## src/rtl/rca_seq_pkg.sv

```systemverilog
`default_nettype none
// ============================================================================
// Module      : rca_seq_pkg
// Description : Shared types and constants for the sequential ripple-carry
//               adder controller: FSM state encoding and slice width.
// Revision    : 1.0  initial release
// ============================================================================
package rca_seq_pkg;

  // Width of one arithmetic slice handled per RUN cycle
  localparam int SLICE_W = 4;

  // Controller states, explicitly 2 bits wide
  typedef enum logic [1:0] {
    IDLE = 2'd0,
    RUN  = 2'd1,
    DONE = 2'd2
  } state_t;

endpackage : rca_seq_pkg
`default_nettype wire

```

## src/rtl/rca_4bit.sv

```systemverilog
`default_nettype none
// ============================================================================
// Module      : rca_4bit
// Description : One SLICE_W-bit ripple-carry adder slice (a + b + ci).
// Revision    : 1.0  initial release
// ============================================================================
module rca_4bit
  import rca_seq_pkg::*;
(
  input  logic [SLICE_W-1:0] a,
  input  logic [SLICE_W-1:0] b,
  input  logic               ci,
  output logic [SLICE_W-1:0] s,
  output logic               co
);

  // Bit-serial ripple of the carry through the slice
  always_comb begin
    logic c;
    c = ci;
    s = '0;
    for (int i = 0; i < SLICE_W; i++) begin
      s[i] = a[i] ^ b[i] ^ c;
      c    = (a[i] & b[i]) | (c & (a[i] ^ b[i]));
    end
    co = c;
  end

endmodule : rca_4bit
`default_nettype wire

```

## src/rtl/rca_seq_ctrl.sv

```systemverilog
`default_nettype none
// ============================================================================
// Module      : rca_seq_ctrl
// Description : Sequential adder. Captures operands, adds one 4-bit slice per
//               RUN cycle through a single rca_4bit, then presents sum, carry
//               out and signed overflow with a valid/ready handshake.
//               Optional macro RCA_SEQ_SUB_EN adds a 'sub' input selecting
//               a - b (a + ~b + 1, cin ignored).
// Revision    : 1.0  initial release
// ============================================================================
module rca_seq_ctrl
  import rca_seq_pkg::*;
#(
  parameter  int NIBBLES = 4,
  localparam int W       = SLICE_W * NIBBLES
) (
  input  logic         clk,
  input  logic         rst_n,
  input  logic         in_valid,
  output logic         in_ready,
  input  logic [W-1:0] a,
  input  logic [W-1:0] b,
  input  logic         cin,
`ifdef RCA_SEQ_SUB_EN
  input  logic         sub,
`endif
  output logic         out_valid,
  input  logic         out_ready,
  output logic [W-1:0] sum,
  output logic         cout,
  output logic         ovf,
  output logic         busy
);

  localparam int IDX_W = (NIBBLES > 1) ? $clog2(NIBBLES) : 1;

  state_t             state_q, state_d;
  logic [IDX_W-1:0]   idx_q, idx_d;
  logic               carry_q, carry_d;
  logic [W-1:0]       a_q, a_d;
  logic [W-1:0]       b_q, b_d;       // holds the effective (possibly inverted) b
  logic [W-1:0]       acc_q, acc_d;   // working sum filled slice by slice
  logic [W-1:0]       sum_q, sum_d;
  logic               cout_q, cout_d;
  logic               ovf_q, ovf_d;
  logic               out_valid_q, out_valid_d;

  logic [W-1:0]       b_eff;
  logic               cin_eff;
  logic [SLICE_W-1:0] add_a, add_b, add_s;
  logic               add_co;

`ifdef RCA_SEQ_SUB_EN
  assign b_eff   = sub ? ~b : b;
  assign cin_eff = sub ? 1'b1 : cin;
`else
  assign b_eff   = b;
  assign cin_eff = cin;
`endif

  assign add_a = a_q[idx_q*SLICE_W +: SLICE_W];
  assign add_b = b_q[idx_q*SLICE_W +: SLICE_W];

  rca_4bit u_rca_4bit (
    .a  (add_a),
    .b  (add_b),
    .ci (carry_q),
    .s  (add_s),
    .co (add_co)
  );

  // Next-state and datapath register updates
  always_comb begin
    state_d     = state_q;
    idx_d       = idx_q;
    carry_d     = carry_q;
    a_d         = a_q;
    b_d         = b_q;
    acc_d       = acc_q;
    sum_d       = sum_q;
    cout_d      = cout_q;
    ovf_d       = ovf_q;
    out_valid_d = out_valid_q;
    case (state_q)
      IDLE: begin
        if (in_valid) begin
          a_d     = a;
          b_d     = b_eff;
          carry_d = cin_eff;
          idx_d   = '0;
          state_d = RUN;
        end
      end
      RUN: begin
        acc_d[idx_q*SLICE_W +: SLICE_W] = add_s;
        carry_d = add_co;
        idx_d   = idx_q + IDX_W'(1);
        if (idx_q == IDX_W'(NIBBLES - 1)) begin
          idx_d   = '0;
          state_d = DONE;
        end
      end
      DONE: begin
        // First DONE cycle publishes the result; outputs then stay frozen
        if (!out_valid_q) begin
          sum_d       = acc_q;
          cout_d      = carry_q;
          ovf_d       = (a_q[W-1] == b_q[W-1]) && (acc_q[W-1] != a_q[W-1]);
          out_valid_d = 1'b1;
        end else if (out_ready) begin
          out_valid_d = 1'b0;
          state_d     = IDLE;
        end
      end
      default: state_d = IDLE;
    endcase
  end

  // State and datapath registers, cleared asynchronously
  always_ff @(posedge clk or negedge rst_n) begin
    if (!rst_n) begin
      state_q     <= IDLE;
      idx_q       <= '0;
      carry_q     <= 1'b0;
      a_q         <= '0;
      b_q         <= '0;
      acc_q       <= '0;
      sum_q       <= '0;
      cout_q      <= 1'b0;
      ovf_q       <= 1'b0;
      out_valid_q <= 1'b0;
    end else begin
      state_q     <= state_d;
      idx_q       <= idx_d;
      carry_q     <= carry_d;
      a_q         <= a_d;
      b_q         <= b_d;
      acc_q       <= acc_d;
      sum_q       <= sum_d;
      cout_q      <= cout_d;
      ovf_q       <= ovf_d;
      out_valid_q <= out_valid_d;
    end
  end

  assign in_ready  = (state_q == IDLE) && rst_n;
  assign busy      = (state_q != IDLE);
  assign out_valid = out_valid_q;
  assign sum       = sum_q;
  assign cout      = cout_q;
  assign ovf       = ovf_q;

endmodule : rca_seq_ctrl
`default_nettype wire

```

## config.mk

```make
export PLATFORM = sky130hd
export DESIGN_NAME = rca_seq_ctrl
export DESIGN_NICKNAME = d
export VERILOG_FILES = /design/src/rtl/rca_seq_pkg.sv /design/src/rtl/rca_4bit.sv /design/src/rtl/rca_seq_ctrl.sv
export SDC_FILE = /design/constraint.sdc
export NUM_CORES = 1
export LEC_CHECK = 0
export BUFFER_PORTS_ARGS = -buffer_cell sky130_fd_sc_hd__buf_4
export CORE_ASPECT_RATIO = 1.4
export CORE_MARGIN = 2
export CORE_UTILIZATION = 50
export DETAILED_ROUTE_END_ITERATION = 12
export GPL_TIMING_DRIVEN = 1
export PLACE_DENSITY = 0.73
export SYNTH_ARGS = -nofsm -noshare
export SYNTH_HDL_FRONTEND = slang
export SYNTH_HIERARCHICAL = 1
export SYNTH_SLANG_ARGS = --single-unit
```

## constraint.sdc

```tcl
create_clock -name clk -period 9.8 [get_ports clk]
set_input_delay 1.96 -clock clk [delete_from_list [all_inputs] [get_ports clk]]
set_output_delay 1.96 -clock clk [all_outputs]
set_load 0.005 [all_outputs]
```

==> results of run 1 <==
[sequential cells by signal (all words and copies together) (netlist names)]
name and cells:
a_q 16, acc_q 16, b_q 16, sum 16
idx_q 2, state_q 2, carry_q 1, cout 1
out_valid 1, ovf 1
[Yosys cell counts, types with 2 or more instances]
master	number
buf_6	5
mux2_1	2
nand2b_1	2
a21o_1	2
dfrtp_1	72
ha_1	6
mux4_2	8
nand3b_1	2
nor2_1	4
o31ai_1	2
buf_4	2
mux2_2	47
inv_1	14
o21ai_0	8
a22o_1	8
fa_1	4
nand2_1	20
a21oi_1	3
[metrics by stage]
step | power, W | util, % | setup slack [ns]
finish | 0.001344 | 62.26 | 4.865
global route | 0.001453 | 62.26 | 4.619
CTS | 0.001356 | 62.26 | 4.814
detailed placement | 0.001117 | 58.98 | 4.814
global placement | 0.001099 | 58.98 | 4.821
floorplan | 0.0009328 | - | 5.750
[report_power, final]
group / switching (W) / internal, W
registers: 0.0000998 / 0.000430
logic: 0.000270 / 0.000303
clock network: 0.000105 / 0.000136
total: 0.000475 / 0.000869
[worst max-delay path, cell delays in order]
cell	delay, ns
buf_4	0.66
inv_1	0.09
nor2_1	0.13
buf_4	0.11
[final timing paths]
check                          from         to  slack [ns]  depth (start not counted)
max                           rst_n   in_ready        4.86                          4
min                        acc_q[5]   acc_q[5]        0.48                          2
max reg2reg                idx_q[0]  acc_q[15]        6.33                         11
min reg2reg                acc_q[5]   acc_q[5]        0.48                          2
max in group asynchronous     rst_n     a_q[0]        7.49                          1
min in group asynchronous     rst_n    a_q[10]        1.73                          1
[final cells by class]
type,count,area (µm²)
fillers,507,2360
clock inverters,3,40.04
flip-flops and latches,72,1802
multi-input cells,132,1301
repair buffers,59,442.9
clock buffers,12,165.2
well taps,72,90.09
inverters,14,52.55
[cell families (layout without fill, tap and decap cells)]
family                   Yosys count  in the layout  synth area share, %
buffers and inverters             23             88                4.098
AO/OA/AOI/OAI                     24             24                5.104
flip-flops                        72             72                55.68
multiplexers                      58             58                22.93
adder cells (fa/ha/maj)           10             10                4.795
AND/OR/NAND/NOR                   40             40                7.386
[layout by cell type (no fill, tap or decap), drive strengths merged, types with 2 or more instances in the layout]
cell	netlist	final
a21o	2	2
ha	6	6
inv	14	14
nor3b	3	3
nand2b	2	2
nand3b	2	2
clkbuf	2	12
a22o	8	8
fa	4	4
clkinv	0	2
buf	7	59
o21ai	8	8
nand2	20	20
mux4	8	8
dfrtp	72	72
a21oi	3	3
nor2	4	4
mux2	49	49
o31ai	2	2
[metal layers]
layer / global-route usage, % / vias up
met5: 0 / -
met4: 11.03 / 0
met1: 23.00 / 963
met3: 3.546 / 14
met2: 29.06 / 43
li1: - / 924
==> impl_metrics.env, run 1 <==
export IMPL_syn_to_final_growth_pct=20.34
export IMPL_clkLatencyLatePin_ns=0.35
export IMPL_synth_edff_count=0
export IMPL_startpoint_type="input port"
export IMPL_finalSetupViolCount=0
export IMPL_start_util_pct=51.74
export IMPL_clock_root_buffer="clkbuf_8"
export IMPL_cts_tree="yes"
export IMPL_clkSinkCount=72
export IMPL_drive_gt1_share_pct=46.23
export IMPL_die_w_um=71.99
export IMPL_rsz0062_at_grt="false"
export IMPL_critPathCaptureType="primary output"
export IMPL_fin_skew_ns=0.006715
export IMPL_yosysSeqAreaShare_pct=55.68
export IMPL_syn_avg_cell_area_um2=14.25
export IMPL_critPathMaxFanout=73
export IMPL_fin_hold_ws_ns=0.4816
export IMPL_cts_clk_slew_worst_paths_ns=0.07
export IMPL_synth_top_area_share_pct=55.68
export IMPL_h_tree_depth=3
export IMPL_drt_first_iter_violations=100
export IMPL_wl_met3_um=219
export IMPL_max_slew_margin_pct=40.89
export IMPL_postCtsSetupRepairBufs=0
export IMPL_hold_viol=0
export IMPL_yosysTopAreaCell="dfrtp_1"
export IMPL_drv_slew=0
export IMPL_design_area_um2=3894
export IMPL_vias_per_cell=5.341
export IMPL_grt_pass1_vias=2065
export IMPL_grt_overflow=0
export IMPL_outcome="finished clean"
export IMPL_synth_top_flop_cell="dfrtp_1"
export IMPL_cts_resized=0
export IMPL_port_buffers=57
export IMPL_wl_met1_um=2296
export IMPL_synth_nets=274
export IMPL_yosysUniqueCellTypes=34
export IMPL_ctsHoldBuffers=0
export IMPL_async_flop_share_pct=100.0
export IMPL_synthCells=227
export IMPL_dp_hpwl_um=3987
export IMPL_grt_max_degree=74
export IMPL_finalNonFillerCells=364
export IMPL_p_per_area_nw_per_um2=345.1
export IMPL_antenna_left=0
export IMPL_grt_pass1_wl_um=9873
export IMPL_syn_area_um2=3236
export IMPL_ios=58
export IMPL_rows=34
export IMPL_dpl_cell_area_um2=3689
export IMPL_worstSetupPathType="input port to primary output"
export IMPL_min_path_type="flop to flop"
export IMPL_maxCapViolations=0
export IMPL_wl_met2_um=2863
export IMPL_yosys_warnings=6
export IMPL_fin_crit_ns=4.935
export IMPL_drc=0
export IMPL_coreArea_um2=6254
export IMPL_worstPathRequired_ns=7.84
export IMPL_vdd_drop_max_mv=0.2049
export IMPL_vias=1944
export IMPL_die_h_um=99.18
export IMPL_fmax_mhz=202.6
export IMPL_highest_layer="met4"
export IMPL_cts_buffer_depth=2
export IMPL_drt_first_pass_iters=4
export IMPL_antenna_cells=0
export IMPL_fin_nets=335
export IMPL_worstMarginPinSlew_ns=0.8867
export IMPL_crit_arrival_ns=2.98
export IMPL_avgRoutedWirePerCell_um=15.23
export IMPL_synth_seq_cells=72
export IMPL_track_usage_pct=18.27
export IMPL_antenna_found_initial=0
export IMPL_tns_ns=0
export IMPL_die_area_um2=7139
export IMPL_drt_total_wl_um=5545
export IMPL_dp_cells=349
export IMPL_p_leak_nw=1.859
export IMPL_fin_crit_sh_pct=50.36
export IMPL_cts_made_buffers=9
export IMPL_gp_congestion=0.8141
export IMPL_synth_top_cells_by_area="dfrtp_1 56%, mux2_2 16%, mux4_2 5.6%"
(Power assumes the default switching activity.)
==> inputs of run 2 (changes only) <==
==> constraint.sdc (replaced) <==
create_clock -name clk -period 4.65 [get_ports clk]
set_input_delay 0.93 -clock clk [delete_from_list [all_inputs] [get_ports clk]]
set_output_delay 0.93 -clock clk [all_outputs]
set_load 0.005 [all_outputs]
==> impl_metrics.env, run 2 (same netlist as run 1, synthesis figures left out) <==
export IMPL_outcome="finished clean"
export IMPL_cts_resized=0
export IMPL_p_leak_nw=1.864
export IMPL_fin_crit_ns=3.413
export IMPL_finalSetupViolCount=0
export IMPL_cts_clk_slew_worst_paths_ns=0.07
export IMPL_rsz0062_at_grt="false"
export IMPL_crit_arrival_ns=3.68
export IMPL_postCtsSetupRepairBufs=0
export IMPL_vias_per_cell=5.290
export IMPL_port_buffers=57
export IMPL_drc=0
export IMPL_cts_tree="yes"
export IMPL_tns_ns=0
export IMPL_mostFrequentLayoutCells="72 x dfrtp_1, 60 x buf_4, 47 x mux2_2"
export IMPL_fin_crit_sh_pct=73.40
export IMPL_avgRoutedWirePerCell_um=15.19
export IMPL_vias=1936
export IMPL_die_area_um2=7139
export IMPL_cts_buffer_depth=2
export IMPL_max_slew_margin_pct=42.72
export IMPL_antenna_found_initial=0
export IMPL_antenna_left=0
export IMPL_dpl_cell_area_um2=3696
export IMPL_cts_made_buffers=9
export IMPL_clkSinkCount=72
export IMPL_hold_viol=0
export IMPL_worstMarginPinSlew_ns=0.8592
export IMPL_clkPwrFrac_pct=18.9
export IMPL_track_usage_pct=17.35
export IMPL_ctsHoldBuffers=0
export IMPL_critPathMaxFanout=17
export IMPL_p_sw_share_pct=34.55
export IMPL_worstSetupPathType="flop to flop"
export IMPL_drive_gt1_share_pct=45.58
export IMPL_dp_hpwl_um=4028
export IMPL_fin_hold_ws_ns=0.4826
export IMPL_start_util_pct=51.74
export IMPL_vdd_drop_max_mv=0.4003
export IMPL_drt_first_pass_iters=4
export IMPL_p_int_w=0.001856
export IMPL_mostFrequentLayoutCell="dfrtp_1"
export IMPL_maxCapViolations=0
export IMPL_clock_root_buffer="clkbuf_8"
export IMPL_pwr_share_comb_pct=41.4
export IMPL_rows=34
export IMPL_gp_congestion=0.8085
export IMPL_syn_to_final_growth_pct=20.84
export IMPL_fill_cells=501
export IMPL_fin_skew_ns=0.005828
export IMPL_drv_slew=0
export IMPL_grt_overflow=0
export IMPL_ios=58
export IMPL_p_seq_share_pct=39.7
export IMPL_antenna_cells=0
export IMPL_coreArea_um2=6254
export IMPL_grt_pass1_vias=1996
export IMPL_die_w_um=71.99
export IMPL_drt_total_wl_um=5559
export IMPL_startpoint_type="flop"
export IMPL_die_h_um=99.18
export IMPL_grt_pass1_wl_um=9370
export IMPL_fin_nets=336
export IMPL_drt_first_iter_violations=83
export IMPL_clkLatencyLatePin_ns=0.35
export IMPL_fmax_mhz=293.0
export IMPL_critPathCaptureType="flop"
export IMPL_p_per_area_nw_per_um2=725.4
export IMPL_worstPathRequired_ns=4.91
export IMPL_design_area_um2=3910
export IMPL_grt_max_degree=73
export IMPL_h_tree_depth=3
export IMPL_min_path_type="flop to flop"
export IMPL_power_switching_w=0.0009801
[run 2: cell types whose count changed in the layout (fill, tap and decap cells not counted)]
cell and change:
clkbuf_1 +3, bufinv_16 +1, clkbuf_8 -2, buf_4 +1
clkinv_2 -1
[run 2: power by group through the flow]
| stage | clock network (W) | logic, W | registers (W) |
|---|---|---|---|
| final | 0.000536 | 0.00118 | 0.00113 |
| after CTS | 0.000545 | 0.00119 | 0.00114 |
| after global routing | 0.000566 | 0.00132 | 0.00117 |
| after global placement | 0 | 0.00116 | 0.00114 |
| after detailed placement | 0 | 0.00118 | 0.00115 |
| after floorplan | 0 | 0.000920 | 0.00105 |
[run 2: layout make-up]
cell class	count	area (µm²)	share of cell area, %
flip-flops and latches	72	1802	46.08
multi-input cells	132	1301	33.28
repair buffers	60	450.4	11.52
clock buffers	13	148.9	3.808
well taps	72	90.09	2.304
clock inverters	3	65.06	1.664
inverters	14	52.55	1.344
[run 2: through the flow]
step           worst slack, ns  utilization (%)  total power [W]  cells
5_1_grt                 0.9340            62.53         0.003059    366
3_5_place_dp             1.204            59.10         0.002333    350
4_1_cts                  1.201            62.53         0.002871    366
3_3_place_gp             1.304            59.10         0.002299    350
2_1_floorplan            1.566                -         0.001966    227
6_report                 1.237            62.53         0.002836    366
[run 2: path summary, 6_finish.rpt]
path                            slack [ns]       from  depth (start not counted)   endpoint
worst max-delay path                  1.24   idx_q[0]                         11  acc_q[15]
worst min-delay path                  0.48  acc_q[13]                          2  acc_q[13]
worst max register to register        1.24   idx_q[0]                         11  acc_q[15]
worst min register to register        0.48  acc_q[13]                          2  acc_q[13]
max in group asynchronous             3.31      rst_n                          2     sum[9]
min in group asynchronous             0.79      rst_n                          2     a_q[3]
[run 2: worst max-delay path, stage by stage (launching register included)]
cell     delay [ns]
dfrtp_1        0.86
mux4_2         0.62
fa_1           0.42
inv_1          0.08
fa_1           0.15
inv_1          0.05
fa_1           0.35
inv_1          0.07
fa_1           0.40
inv_1          0.12
nand2_1        0.06
o21ai_0        0.16
[run 2: routing by layer]
| layer | vias to the layer above | track usage (%) | part of all wire, % |
|---|---|---|---|
| li1 | 925 | - | - |
| met1 | 954 | 21.20 | 41 |
| met2 | 46 | 28.21 | 52 |
| met3 | 11 | 3.343 | 4.3 |
| met4 | 0 | 10.60 | 2.7 |
| met5 | - | 0 | 0 |
==> inputs of run 3 (changes only) <==
==> constraint.sdc (replaced) <==
create_clock -name clk -period 3.5 [get_ports clk]
set_input_delay 0.7 -clock clk [delete_from_list [all_inputs] [get_ports clk]]
set_output_delay 0.7 -clock clk [all_outputs]
set_load 0.005 [all_outputs]
==> impl_metrics.env, run 3 (same netlist as run 1, synthesis figures left out) <==
export IMPL_crit_buf_inv=4
export IMPL_finalSetupViolCount=0
export IMPL_cts_made_buffers=9
export IMPL_fmax_mhz=328.6
export IMPL_drv_slew=0
export IMPL_ios=58
export IMPL_p_per_area_nw_per_um2=976.6
export IMPL_gp_congestion=0.8031
export IMPL_coreArea_um2=6254
export IMPL_postCtsSetupRepairBufs=0
export IMPL_slowest_stage="mux4_2"
export IMPL_reg2reg_depth=11
export IMPL_startpoint_type="flop"
export IMPL_antenna_left=0
export IMPL_p_seq_share_pct=37.8
export IMPL_die_w_um=71.99
export IMPL_grt_max_degree=73
export IMPL_hold_path_startpoint="acc_q[13]"
export IMPL_max_slew_margin_pct=41.79
export IMPL_die_h_um=99.18
export IMPL_grt_overflow=0
export IMPL_worstSetupPathType="flop to flop"
export IMPL_slowest_delay_ns=0.56
export IMPL_critPathCaptureType="flop"
export IMPL_drt_first_iter_violations=135
export IMPL_vias=1914
export IMPL_start_util_pct=51.74
export IMPL_crit_chain="mux4_2, fa_1, inv_1, fa_1, inv_1, fa_1, inv_1, fa_1, inv_1, nand2_1, o21ai_0"
export IMPL_grt_pass1_vias=2027
export IMPL_power_switching_w=0.001305
export IMPL_drive_gt1_share_pct=46.78
export IMPL_vias_per_cell=5.215
export IMPL_hold_viol=0
export IMPL_cp_depth=11
export IMPL_die_area_um2=7139
export IMPL_fin_skew_ns=0.006578
export IMPL_mostFrequentLayoutCells="72 x dfrtp_1, 62 x buf_4, 47 x mux2_2"
export IMPL_p_sw_share_pct=33.80
export IMPL_drt_total_wl_um=5563
export IMPL_mostFrequentLayoutCell="dfrtp_1"
export IMPL_h_tree_depth=3
export IMPL_syn_to_final_growth_pct=22.20
export IMPL_fin_nets=338
export IMPL_cts_buffer_depth=2
export IMPL_design_area_um2=3954
export IMPL_p_int_w=0.002556
export IMPL_cts_tree="yes"
export IMPL_tns_ns=0
export IMPL_min_path_type="flop to flop"
export IMPL_port_buffers=57
export IMPL_r2r_start="idx_q[0]"
export IMPL_grt_pass1_wl_um=9673
export IMPL_dp_hpwl_um=4133
export IMPL_clkLatencyLatePin_ns=0.33
export IMPL_holdPathStages=2
export IMPL_drt_first_pass_iters=4
export IMPL_clkSinkCount=72
export IMPL_cts_resized=0
export IMPL_worstPathRequired_ns=3.75
export IMPL_rows=34
export IMPL_antenna_cells=0
export IMPL_fin_crit_ns=3.044
export IMPL_crit_arrival_ns=3.29
export IMPL_vdd_drop_max_mv=0.6152
export IMPL_p_leak_nw=1.880
export IMPL_dpl_cell_area_um2=3711
export IMPL_cts_clk_slew_worst_paths_ns=0.07
export IMPL_drc=0
export IMPL_clock_root_buffer="clkbuf_8"
export IMPL_worstMarginPinSlew_ns=0.8731
export IMPL_maxCapViolations=0
export IMPL_critPathMaxFanout=5
export IMPL_rsz0062_at_grt="false"
export IMPL_fin_crit_sh_pct=86.96
export IMPL_avgRoutedWirePerCell_um=15.16
export IMPL_crit_family="adder cells"
export IMPL_antenna_found_initial=0
export IMPL_pwr_share_comb_pct=42.1
export IMPL_outcome="finished clean"
export IMPL_clkPwrFrac_pct=20.1
export IMPL_startpoint="idx_q[0]"
export IMPL_track_usage_pct=17.69
export IMPL_ctsHoldBuffers=0
run 3: changes by cell type in the layout (fill, tap and decap cells not counted), sizes merged:
cell,before,now
clkbuf,13,10
buf,60,62
clkinvlp,0,2
bufinv,2,3
clkinv,1,0
run 3: stage by stage:
| stage | std cells | util [%] | worst slack, ns | hold WS (ns) | power [W] |
|---|---|---|---|---|---|
| 5_1_grt | 367 | 63.23 | 0.2630 | 0.5057 | 0.004170 |
| 6_report | 367 | 63.23 | 0.4564 | 0.4825 | 0.003861 |
| 4_1_cts | 367 | 63.23 | 0.4277 | 0.4873 | 0.003920 |
| 2_1_floorplan | 227 | - | 0.4157 | 0.4044 | 0.002612 |
| 3_5_place_dp | 352 | 59.34 | 0.4423 | 0.4697 | 0.003129 |
| 3_3_place_gp | 352 | 59.34 | 0.5608 | 0.4612 | 0.003081 |
run 3: path summary, 6_finish.rpt:
path	end	slack, ns
worst max-delay path	acc_q[15]	0.46
worst min-delay path	acc_q[13]	0.48
worst max register to register	acc_q[15]	0.46
worst min register to register	acc_q[13]	0.48
max in group asynchronous	b_q[2]	2.36
min in group asynchronous	out_valid	0.58
run 3: layout make-up:
class,count,area (µm²)
clock buffer,10,137.6
inverter,14,52.55
sequential,72,1802
tap,72,90.09
clock inverter,5,105.1
timing repair buffer,62,465.4
fill,492,2300
multi-input combinational,132,1301
run 3: worst min-delay path, stage by stage, from the launching register on:
cell	delay, ns
dfrtp_1	0.34
nand2_1	0.04
o21ai_0	0.06
run 3: layer usage:
| layer | wire length, µm | vias to the layer above | track usage [%] | part of all wire [%] |
|---|---|---|---|---|
| met2 | 2951 | 42 | 29.70 | 53 |
| met5 | 0 | - | 0 | 0 |
| met1 | 2328 | 944 | 21.95 | 42 |
| li1 | - | 922 | - | - |
| met4 | 64 | 0 | 6.531 | 1.2 |
| met3 | 218 | 6 | 4.559 | 3.9 |
run 3: power groups by stage:
stage / logic, W / clock network (W) / registers [W]
after floorplan: 0.00122 / 0 / 0.00139
after global placement: 0.00161 / 0 / 0.00147
after detailed placement: 0.00165 / 0 / 0.00148
after CTS: 0.00165 / 0.000801 / 0.00147
after global routing: 0.00182 / 0.000838 / 0.00152
final: 0.00163 / 0.000777 / 0.00146
